[src/rtl/dino_jump_ctrl.sv]
// T-Rex vertical-motion controller: detects game ticks from the divider's level
// output and steps a ground/duck/rise/hang/fall state machine once per tick.
module dino_jump_ctrl #(
  parameter int Y_W        = 8,
  parameter int JUMP_V     = 12,
  parameter int GRAVITY    = 1,
  parameter int MAX_Y      = 120,
  parameter int HANG_TICKS = 2
) (
  input  logic           clk,
  input  logic           rst,
  input  logic           tick_in,
  input  logic           jump_btn,
  input  logic           duck_btn,
  input  logic           freeze,
  output logic [Y_W-1:0] dino_y,
  output logic [2:0]     dino_state,
  output logic           airborne,
  output logic           land_pulse
);

  typedef enum logic [2:0] {
    ST_GROUND = 3'd0,
    ST_DUCK   = 3'd1,
    ST_RISE   = 3'd2,
    ST_HANG   = 3'd3,
    ST_FALL   = 3'd4
  } state_t;

  localparam int HC_W = (HANG_TICKS < 2) ? 1 : $clog2(HANG_TICKS + 1);

  localparam logic [Y_W-1:0]  JUMP_V_L = Y_W'(JUMP_V);
  localparam logic [Y_W-1:0]  MAX_Y_L  = Y_W'(MAX_Y);
  localparam logic [Y_W-1:0]  GRAV_L   = Y_W'(GRAVITY);
  localparam logic [Y_W:0]    JUMP_V_X = {1'b0, JUMP_V_L};
  localparam logic [Y_W:0]    MAX_Y_X  = {1'b0, MAX_Y_L};
  localparam logic [HC_W-1:0] HANG_L   = HC_W'(HANG_TICKS);
  localparam logic [HC_W-1:0] HC_ONE   = HC_W'(1);

  state_t          state, state_next;
  logic [Y_W-1:0]  y, y_next;
  logic [Y_W-1:0]  vel, vel_next;
  logic [HC_W-1:0] hang_cnt, hang_next;
  logic            land_next;

  logic jump_s1, jump_s2, jump_prev;
  logic duck_s1, duck_s2;
  logic tick_d;
  logic jump_req;

  logic           jump_rise, tick_evt, step, in_air;
  logic [Y_W:0]   rise_sum, fall_sum;

  assign jump_rise = jump_s2 & ~jump_prev;
  assign tick_evt  = tick_in & ~tick_d;
  assign step      = tick_evt & ~freeze;
  assign in_air    = (state == ST_RISE) || (state == ST_HANG) || (state == ST_FALL);
  // Carry bit keeps the apex clamp correct when y+vel overflows Y_W.
  assign rise_sum  = {1'b0, y} + {1'b0, vel};
  assign fall_sum  = {1'b0, vel} + {1'b0, GRAV_L};

  // Button synchronisers, tick edge detector and the one-shot jump request.
  always_ff @(posedge clk or posedge rst) begin
    if (rst) begin
      jump_s1   <= 1'b0;
      jump_s2   <= 1'b0;
      jump_prev <= 1'b0;
      duck_s1   <= 1'b0;
      duck_s2   <= 1'b0;
      tick_d    <= 1'b0;
      jump_req  <= 1'b0;
    end else begin
      jump_s1   <= jump_btn;
      jump_s2   <= jump_s1;
      jump_prev <= jump_s2;
      duck_s1   <= duck_btn;
      duck_s2   <= duck_s1;
      tick_d    <= tick_in;
      if (freeze || in_air) jump_req <= 1'b0;
      else if (jump_rise)   jump_req <= 1'b1;
      else if (tick_evt)    jump_req <= 1'b0;
    end
  end

  always_ff @(posedge clk or posedge rst) begin
    if (rst) begin
      state      <= ST_GROUND;
      y          <= '0;
      vel        <= '0;
      hang_cnt   <= '0;
      land_pulse <= 1'b0;
    end else begin
      land_pulse <= step & land_next;
      if (step) begin
        state    <= state_next;
        y        <= y_next;
        vel      <= vel_next;
        hang_cnt <= hang_next;
      end
    end
  end

  always_comb begin
    state_next = state;
    y_next     = y;
    vel_next   = vel;
    hang_next  = hang_cnt;
    land_next  = 1'b0;
    case (state)
      ST_GROUND, ST_DUCK: begin
        if (jump_req) begin
          state_next = ST_RISE;
          vel_next   = JUMP_V_L;
        end else begin
          state_next = duck_s2 ? ST_DUCK : ST_GROUND;
        end
      end
      ST_RISE: begin
        y_next = (rise_sum > MAX_Y_X) ? MAX_Y_L : rise_sum[Y_W-1:0];
        if (vel <= GRAV_L) begin
          if (HANG_TICKS == 0) begin
            state_next = ST_FALL;
            vel_next   = GRAV_L;
          end else begin
            state_next = ST_HANG;
            vel_next   = '0;
            hang_next  = HANG_L;
          end
        end else begin
          vel_next = vel - GRAV_L;
        end
      end
      ST_HANG: begin
        if (hang_cnt <= HC_ONE) begin
          state_next = ST_FALL;
          vel_next   = GRAV_L;
        end else begin
          hang_next = hang_cnt - HC_ONE;
        end
      end
      ST_FALL: begin
        if (y <= vel) begin
          y_next     = '0;
          vel_next   = '0;
          state_next = duck_s2 ? ST_DUCK : ST_GROUND;
          land_next  = 1'b1;
        end else begin
          y_next   = y - vel;
          vel_next = (fall_sum > JUMP_V_X) ? JUMP_V_L : fall_sum[Y_W-1:0];
        end
      end
      default: state_next = ST_GROUND;
    endcase
  end

  always_comb begin
    dino_y     = y;
    dino_state = state;
    airborne   = in_air;
  end

endmodule

[config.mk]
export PLATFORM = sky130hd
export DESIGN_NAME = dino_jump_ctrl
export DESIGN_NICKNAME = d
export VERILOG_FILES = /design/src/rtl/dino_jump_ctrl.sv
export SDC_FILE = /design/constraint.sdc
export NUM_CORES = 1
export LEC_CHECK = 0
export ABC_AREA = 0
export CAP_MARGIN = 40
export CORE_MARGIN = 2
export CORE_UTILIZATION = 60
export CTS_CLUSTER_DIAMETER = 150
export CTS_CLUSTER_SIZE = 25
export DETAILED_ROUTE_END_ITERATION = 10
export GPL_TIMING_DRIVEN = 0
export PLACE_DENSITY = 0.82
export SLEW_MARGIN = 20
export SYNTH_ARGS = -nofsm -noshare
export SYNTH_HDL_FRONTEND = slang
export SYNTH_SLANG_ARGS = --single-unit
[constraint.sdc]
create_clock -name clk -period 6.9 [get_ports clk]
set_input_delay 1.035 -clock clk [delete_from_list [all_inputs] [get_ports clk]]
set_output_delay 1.035 -clock clk [all_outputs]
set_load 0.01 [all_outputs]
* Word level (Yosys, flattened, before mapping)
Index checks and enable logic that the tools add are counted. W data, S select, Z words.
Word-level totals: output and inout port bits 13, flip-flop bits (word level) 29, logic and storage cells 74, input port bits 6
Operators by class: equal/unequal tests 9, multiplexer cells 23, $lt $le $gt $ge 5, add/sub/neg operators 5, reductions and logical operators 13, bitwise operators 7
Operators with widths (number):
- $mux W8 | 7
- $pmux W8 S4 | 1
- $pmux W8 S2 | 1
- $pmux W3 S4 | 1
- $reduce_and A4 Y1 | 3
- $add A8 B1 Y9 const B | 1
- $add A8 B8 Y9 | 1
- $gt A9 B4 Y1 const B | 1
- $gt A9 B7 Y1 const B | 1
- $mux W3 | 3
- $le A8 B1 Y1 const B | 1
- $le A8 B8 Y1 | 1
- $sub A8 B1 Y8 const B | 1
- $sub A8 B8 Y8 | 1
- $eq A3 B2 Y1 const B | 2
- $mux W1 | 6
- $mux W2 | 3
- $ne A2 B1 Y1 const B | 3
- $and A1 B1 Y1 | 4
- $ne A2 B2 Y1 const B | 2
- $pmux W2 S2 | 1
- $reduce_bool A2 Y1 | 2
- $reduce_bool A4 Y1 | 1
- $eq A3 B1 Y1 const B | 1
- 9 further kinds | 13

* Longest topological paths before layout
depth in word-level cells 5, mapped depth 11, gate-level depth less buffers 10

* Worst setup path before layout
Ideal clock, no wire load.
path type register to register, start point reg vel[2], end point reg y[2] (netlist: dino_y[2]), buffers on the path 3, clock period less this slack 2.524 ns, library setup time 0.065 ns, data required time 6.835 ns, setup slack 4.376 ns, data arrival time 2.459 ns, stages on the path, launching flop included 12, cell sequence dfrtp_1 -> clkbuf_1 -> inv_1 -> ha_1 -> buf_6 -> nor3b_2 -> or3_1 -> buf_6 -> a311oi_4 -> a21oi_2 -> a2111oi_2 -> o22a_1
Between the ends: longest elaborated chain between the ends 4, elaborated cells between the ends (all ways) 7, classes of those cells 2 x add/sub; 2 x order compare; 3 x mux
RTL lines:
- start, declared | RTL line 42 | logic [Y_W-1:0] vel, vel_next;
- start signal, assigned | RTL line 97 | vel <= vel_next;
- $add A8 B8 Y9 | RTL line 59 | assign rise_sum = {1'b0, y} + {1'b0, vel};
- $gt A9 B7 Y1 | RTL line 119 | y_next = (rise_sum > MAX_Y_X) ? MAX_Y_L : rise_sum[Y_W-1:0];
- $mux W8 | RTL line 119
- $pmux W8 S2 * | RTL line 109 | case (state)
- end signal, assigned | RTL line 96 | y <= y_next;
- end, declared | RTL line 41 | logic [Y_W-1:0] y, y_next;
Every way passes the cells marked *; elsewhere a longest branch is shown, timed or not. A chain may end at the register's enable or synchronous reset.

* Worst setup path after layout
start point reg vel[3], end point reg vel[0]
Between the ends: longest elaborated chain between the ends 5, elaborated cells between the ends (all ways) 8, classes of those cells 1 x add/sub; 3 x order compare; 4 x mux
RTL lines:
- $add A8 B1 Y9 | RTL line 60 | assign fall_sum = {1'b0, vel} + {1'b0, GRAV_L};
- $gt A9 B4 Y1 | RTL line 149 | vel_next = (fall_sum > JUMP_V_X) ? JUMP_V_L : fall_sum[Y_W-1:0];
- $mux W8 | RTL line 149
- $mux W8 | RTL line 142 | if (y <= vel) begin
- $pmux W8 S4 * | RTL line 109
Marked as above.

==> results.sh <==
export IMPL_place_gp_congestion=0.9468
export IMPL_initial_core_util_pct=62.03
export IMPL_synth_edf_count=0
export IMPL_cts_root_buf="clkbuf_8"
export IMPL_fin_nets=344
export IMPL_required_ns=7.11
export IMPL_cts_resized_gates=0
export IMPL_start_kind="register"
export IMPL_die_x_um=68.31
export IMPL_cts_sinks=29
export IMPL_die_h_um=68.31
export IMPL_reg2reg_depth=10
export IMPL_worst_setup_path_type="register to register"
export IMPL_grt_usage_pct=29.40
export IMPL_hold_path_depth=0
export IMPL_yosysWarnings=0
export IMPL_h_tree_depth=2
export IMPL_rsz0062_at_grt="no"
export IMPL_dieArea_um2=4666
export IMPL_cts_buffers=5
export IMPL_synth_cell_types=66
export IMPL_critical_path_endpoint_type="register"
export IMPL_hold_viol_final=0
export IMPL_placeableCoreArea_um2=4000
export IMPL_area_growth_pct=13.72
export IMPL_cts_tree="built"
export IMPL_detail_route_antenna_nets=0
export IMPL_synth_seq_cells=29
export IMPL_overflow=0
export IMPL_avgViaCountPerCell=6.489
export IMPL_worstHoldPathType="register to register"
export IMPL_vias=2375
export IMPL_drc=0
export IMPL_grt_pass1_vias=2081
export IMPL_post_cts_buffers=0
export IMPL_drive_gt1_share_pct=7.595
export IMPL_syn_cell_area_um2=2481
export IMPL_critical_path_peak_fanout=10
export IMPL_antenna_cells=0
export IMPL_synth_ff_type="dfrtp_1"
export IMPL_io_pins=19
export IMPL_clock_path_buffers=2
export IMPL_rows=23
export IMPL_setup_viol=0
export IMPL_synthCells=289
export IMPL_grt_max_degree=20
export IMPL_synth_avg_cell_area_um2=8.585
export IMPL_maxCapViolCount=0
export IMPL_port_buffers=18
export IMPL_dp_hpwl_mm=4.612
export IMPL_dr_pass1_iters=5
export IMPL_worst_ep_arrival_time_ns=3.49
export IMPL_finalMaxSlewViolations=0
export IMPL_antenna_found_initial=0
export IMPL_slew_headroom_pct=52.80
export IMPL_finalSetupTns_ns=0
export IMPL_ys_async_sr_fraction_pct=100.0
export IMPL_holdBufCountCts=0
export IMPL_worst_pin_slew_ns=0.7049
export IMPL_status="complete, no violations"
export IMPL_clk_pin_slew_ns=0.07
export IMPL_grt_pass1_wl_mm=10.28
export IMPL_wirelength_mm=6.244
export IMPL_period_share_pct=47.48
export IMPL_wl_per_cell_um=17.06
export IMPL_insertion_delay_ns=0.28
export IMPL_timing_fmax_ghz=0.3053
export IMPL_seq_area_frac_synth_pct=29.25
export IMPL_fillers=320
export IMPL_syn_nets=318
export IMPL_skew_ns=0.006212
export IMPL_first_iter_violations=301
export IMPL_period_needed_ns=3.276
final timing paths:
kind | to | slack (ns) | startpoint
worst max-delay path | vel[0] | 3.62 | vel[3]
worst min-delay path | duck_s2 | 0.35 | duck_s1
worst max register to register | vel[0] | 3.62 | vel[3]
worst min register to register | duck_s2 | 0.35 | duck_s1
max in group asynchronous | jump_req | 5.33 | rst
min in group asynchronous | dino_y[0] | 1.07 | rst
worst max-delay path, stage by stage (launching register included):
cell and delay, ns:
dfrtp_1 0.37, clkbuf_1 0.37, inv_2 0.13, ha_1 0.35, clkbuf_1 0.24, nand3_1 0.20
a21oi_1 0.13, o311ai_2 0.66, nand3_1 0.25, nor3_1 0.33, a221o_1 0.17
routing by layer:
metal | share of wire (%) | wire length, um | global-route usage [%] | up-vias
li1 | - | - | - | 1122
met1 | 46 | 2870 | 43.14 | 1120
met2 | 46 | 2866 | 46.12 | 128
met3 | 7.4 | 459 | 3.947 | 5
met4 | 0.77 | 48 | 6.000 | 0
met5 | 0 | 0 | 0 | -
cells in the final DEF, fill, tap and decap left out, drive strengths merged, types with 3 or more instances in the layout:
cell type,n
o21ai,20
clkdlybuf4s50,18
a21oi,16
inv,18
nand3,7
nand2b,8
dfrtp,29
nor3,12
o31ai,5
clkbuf,16
xnor2,4
nor2b,5
nand2,22
buf,4
o21a,3
a31oi,9
o31a,3
ha,21
nand4,4
or2,3
nor3b,4
nor2,24
or3,6
logic make-up (layout without fill, tap and decap cells):
kind of cell	after synthesis	in the layout	share of synthesized area [%]
buffers and inverters	31	58	5.446
flip-flops	29	29	29.25
adder cells (fa/ha/maj)	23	23	12.20
XOR/XNOR	6	6	2.118
multiplexers	2	2	0.8069
AO/OA/AOI/OAI	92	92	27.74
AND/OR/NAND/NOR	106	106	22.44
Yosys cell counts (3+ instances only):
cell / count / share of area (%)
a21oi_1: 15 / 3.0
a31oi_1: 9 / 2.3
clkbuf_1: 10 / 1.5
dfrtp_1: 29 / 29
ha_1: 21 / 11
inv_1: 17 / 2.6
nand2_1: 22 / 3.3
nand2b_1: 8 / 2.0
nand3_1: 7 / 1.4
nand4_1: 4 / 1.0
nor2_1: 24 / 3.6
nor2b_1: 5 / 1.3
nor3_1: 12 / 2.4
o21a_1: 3 / 0.91
o21ai_0: 18 / 3.6
o31a_1: 3 / 1.1
o31ai_1: 5 / 1.5
or3_1: 6 / 1.5
xnor2_1: 4 / 1.4
final cells by class:
type	instances	area (um2)	share of cell area, %
Timing Repair Buffer	19	195.2	6.918
Multi-Input combinational cell	229	1620	57.43
Clock inverter	2	10.01	0.3548
Sequential cell	29	725.7	25.72
Buffer	13	67.56	2.395
Clock buffer	6	72.57	2.572
Tap cell	50	62.56	2.217
Inverter	18	67.56	2.395
sequential cells by signal, summed over array words and instances (netlist names):
register / cells
dino_state: 3
hang_cnt: 2
duck_s1: 1
jump_req: 1
tick_d: 1
land_pulse: 1
vel: 8
duck_s2: 1
jump_s1: 1
jump_prev: 1
jump_s2: 1
dino_y: 8
through the flow:
step	instance area, um2	hold WS, ns	cells	utilization, %	setup WS [ns]
6_report	2821	0.3500	366	70.53	3.624
2_1_floorplan	2481	0.3312	289	-	4.376
3_3_place_gp	2724	0.3339	357	68.10	3.740
4_1_cts	2821	0.3622	366	70.53	3.647
5_1_grt	2821	0.3639	366	70.53	3.459
3_5_place_dp	2739	0.3372	358	68.47	3.734
Power is not shown: default switching activity piles up to over one toggle a cycle in this logic, so the estimate is an artifact.
